[config.mk]
export PLATFORM = sky130hd
export DESIGN_NAME = mem_arbiter
export DESIGN_NICKNAME = d
export VERILOG_FILES = /design/src/rtl/mem_arbiter.sv
export SDC_FILE = /design/constraint.sdc
export NUM_CORES = 1
export LEC_CHECK = 0
export CAP_MARGIN = 25
export CORE_AREA = 2 2 104 106
export CTS_CLUSTER_SIZE = 12
export DETAILED_ROUTE_END_ITERATION = 6
export DIE_AREA = 0 0 106 108
export GPL_ROUTABILITY_DRIVEN = 0
export GPL_TIMING_DRIVEN = 0
export SYNTH_ARGS = -nofsm -noshare
export SYNTH_HDL_FRONTEND = slang
export SYNTH_SLANG_ARGS = --single-unit
export TNS_END_PERCENT = 10
[constraint.sdc]
create_clock -name CLK -period 3.15 [get_ports CLK]
set_input_delay 0.4725 -clock CLK [delete_from_list [all_inputs] [get_ports CLK]]
set_output_delay 0.4725 -clock CLK [all_outputs]
set_load 0.1 [all_outputs]
[src/rtl/mem_arbiter.sv]
// Two-port (instruction/data) arbiter onto a single RAM port, data-priority.
// Optional starvation guard for instruction fetch: MEM_ARBITER_STARVE_GUARD_EN.
package mem_arbiter_pkg;
    typedef enum logic [1:0] {FREE, BUSY, ACCESS, ERROR} ramstate_t;
endpackage

module mem_arbiter
    import mem_arbiter_pkg::*;
#(
    parameter int STARVE_MAX = 4
) (
    input  logic        CLK,
    input  logic        nRST,
    input  logic        iREN,
    input  logic [31:0] iaddr,
    output logic [31:0] iload,
    output logic        iwait,
    input  logic        dREN,
    input  logic        dWEN,
    input  logic [31:0] daddr,
    input  logic [31:0] dstore,
    output logic [31:0] dload,
    output logic        dwait,
    output logic        ramREN,
    output logic        ramWEN,
    output logic [31:0] ramaddr,
    output logic [31:0] ramstore,
    input  logic [31:0] ramload,
    input  ramstate_t   ramstate
);

    typedef enum logic [1:0] {IDLE, DSERV, ISERV} state_t;

    state_t state;
    state_t state_n;
    logic   dreq;
    logic   done;
    logic   starved;

    assign dreq = dREN | dWEN;
    assign done = (ramstate == ACCESS);

`ifdef MEM_ARBITER_STARVE_GUARD_EN
    logic [3:0] starve;
    logic [3:0] starve_n;

    assign starved = (starve == 4'(STARVE_MAX));

    // Counter only moves at arbitration; it tracks data grants that
    // passed over a waiting instruction fetch.
    always_comb begin
        starve_n = starve;
        if (state == IDLE) begin
            if (state_n == DSERV && iREN)
                starve_n = starve + 4'd1;
            else
                starve_n = 4'd0;
        end
    end

    always_ff @(posedge CLK or negedge nRST) begin
        if (!nRST)
            starve <= 4'd0;
        else
            starve <= starve_n;
    end
`else
    assign starved = 1'b0;
`endif

    always_ff @(posedge CLK or negedge nRST) begin
        if (!nRST)
            state <= IDLE;
        else
            state <= state_n;
    end

    always_comb begin
        state_n  = state;
        ramREN   = 1'b0;
        ramWEN   = 1'b0;
        ramaddr  = 32'd0;
        ramstore = 32'd0;
        unique case (state)
            IDLE: begin
                if (iREN && starved)
                    state_n = ISERV;
                else if (dreq)
                    state_n = DSERV;
                else if (iREN)
                    state_n = ISERV;
            end
            DSERV: begin
                ramREN   = dREN;
                ramWEN   = dWEN;
                ramaddr  = daddr;
                ramstore = dstore;
                if (!dreq || done)
                    state_n = IDLE;
            end
            ISERV: begin
                ramREN  = iREN;
                ramaddr = iaddr;
                if (!iREN || done)
                    state_n = IDLE;
            end
            default: state_n = IDLE;
        endcase
    end

    assign iload = ramload;
    assign dload = ramload;
    assign iwait = iREN & ~(state == ISERV && done);
    assign dwait = dreq & ~(state == DSERV && done);

endmodule

==> results.cfg <==
[timing]
hold_viol = 0
relSlewSlack_pct = 32.8
drv_slew = 0
setup_ws_ps = 150
finalSetupViolCount = 0
tightest_slew_ps = 1010
post-route-period-util_pct = 95.3
grt_setup_unrepaired = no
finClkSkew_ps = 1.52
timing.fmax_mhz = 333
min_period_ps = 3000

[clock_network]
numCtsBuffers = 3
clock_path_buffers = 2
clkSinkCount = 2
post_cts_buffers = 0
htree_levels = 1
clk_latency_ps = 210
cts_tree = built
cts_root_buf = clkbuf_8
clkTransAtPathRegs_ps = 30

[yosys]
synth_nets = 336
synth_seq_area_share_pct = 3.63
synth_top_area_share_pct = 34.9
netlist_instances = 197
synth_edf_count = 0
yosysWarnings = 0
yosys.cell_count.top_type = buf_4
ys_ff_latch = 2
synth.area.top_cells = buf_4, a22oi_1, and2_1
syn_area_um2 = 1380
synth_largest_area_cell = buf_4
synth_cell_types = 19
syn_area_per_cell_um2 = 6.99
async_reset_ff_share_pct = 100
synthTopCellsByCount = buf_4, and2_1, nor2b_1
ys.flop_type = dfrtp_1

[job]
cap_violations = 0

[place]
portBuffers = 234
dp_slack_ps = -9.66
hpwlAfterDp_um = 6060

[grt]
grt_max_degree = 11
busiest_layer = met2
grt_pass1_vias = 2134
antenna_found_initial = 0
grt_pass1_wl_um = 10000
met1_usage_pct = 11.6
grt.total_usage_pct = 10.6
gr-total-overflow = 0
met3_usage_pct = 2.53
grt.met2_usage_pct = 20.7

[final_layout]
max_flop_register = state
drive_gt1_share_pct = 18.9
syn2layout_area_growth_pct = 179
fin_util_pct = 37.6
largest_reg_flops = 2
nFillCells = 1076
num-nets-final = 575
diodes = 0
top_regs = state: 2 flops

[die]
die_height_um = 108
io_pins = 267
dieArea_um2 = 11400
rows = 37
core_um2 = 10200
initial_core_util_pct = 13.5
die_w_um = 106

[routing]
vias_per_cell = 3.72
postRouteAntennaNets = 0
wl_um = 6820
routedWlPerCell_um = 12.0
drt_iter0_drc = 59
drcViolationCount = 0
vias = 2119
dr.pass1.iters = 4

[worst_setup_path]
cp_max_fo = 10
reg2reg_to = state[1]
critPathKind = flop to output pin
startpoint_type = flop
crit_path_end_kind = output pin
path_cells = inv_1, ha_1, buf_2, and2_1, clkdlybuf4s50_1
reg2reg_slack_ps = 1660
cp.required_ps = 2680
cp.arrival_ps = 2530
r2r_cells = 6
slowest_delay_ps = 1130
r2r_start = state[1]
crit_slowest_cell = clkdlybuf4s50_1

[pwr]
p_leak_nw = 1.81
total_power_mw = 3.76
vdd_drop_max_mv = 0.417
power_density_nw_per_um2 = 979

[hold_path]
min_path_type = primary input to async pin

[status]
status = finished clean
per-layer routing:
metal / wire length [µm] / up-vias
li1: - / 1062
met3: 598 / 6
met4: 68 / 0
met5: 0 / -
met1: 2510 / 920
met2: 3650 / 131
cells by family after synthesis:
logic type	synth area share [%]
compound gates	21.8
fa+ha+maj	3.63
buf+inv	40.1
flops	3.63
simple gates	30.8
per-stage QoR:
stage	TNS (ps)	cells	hold WS (ps)	instance area, µm²
after detailed placement	-17.9	567	559	3890
after floorplan	0	197	177	1380
after CTS	0	570	421	3850
after global routing	0	570	434	3840
final	0	570	423	3840
after global placement	0	567	546	3890
cell type report:
cell class              count  area, µm²  share of cell area, %
well taps                 136        170                   4.43
inverters                   3       11.3                  0.293
clock buffers               3       41.3                   1.07
multi-input cells         115        774                   20.1
flip-flops and latches      2       50.0                   1.30
repair buffers            234       2250                   58.7
plain buffers              77        542                   14.1
power by group:
part           leakage, nW  switching, mW  internal [mW]
logic                 1.76           2.81          0.806
clock network       0.0216         0.0208         0.0809
registers           0.0253        0.00871         0.0373
total                 1.81           2.84          0.924
worst max path at each step:
stage | from | endpoint | slack [ps] | cells after the start
floorplan | state[1] | dwait | 260 | 5
global placement | state[1] | ramaddr[21] | 6 | 5
detailed placement | state[1] | ramaddr[21] | -10 | 5
CTS | state[1] | dwait | 20 | 6
global route | state[1] | ramaddr[19] | 1 | 5
finish | state[1] | ramstore[0] | 150 | 5
what timing repair did:
| action | 4_1_cts | 5_1_grt |
|---|---|---|
| endpoints found under the setup margin | 61 | 9 |
| resized for setup | 61 | 14 |
| hold buffers | 0 | 0 |
| hold endpoints to repair | 0 | 0 |
| cloned | 0 | 0 |
worst max-delay path: cells and delay by family (launching register included):
kind / cells / cell delay, ps
adder cells (fa/ha/maj): 1 / 270
buffers and inverters: 3 / 1490
flip-flops: 1 / 400
AND/OR/NAND/NOR: 1 / 150
layout by cell type, fill, tap and decap left out, types with 3 or more instances in the layout:
cell,Yosys,routed
inv_1,3,3
buf_2,8,8
and2_1,33,33
a22oi_1,32,32
clkbuf_8,0,3
ha_1,4,4
buf_4,64,64
clkbuf_1,3,3
clkbuf_2,2,7
dlygate4sd2_1,0,54
a21oi_1,4,4
clkdlybuf4s50_1,0,171
nor2b_1,33,33
Power figures use the tool's default switching activity.
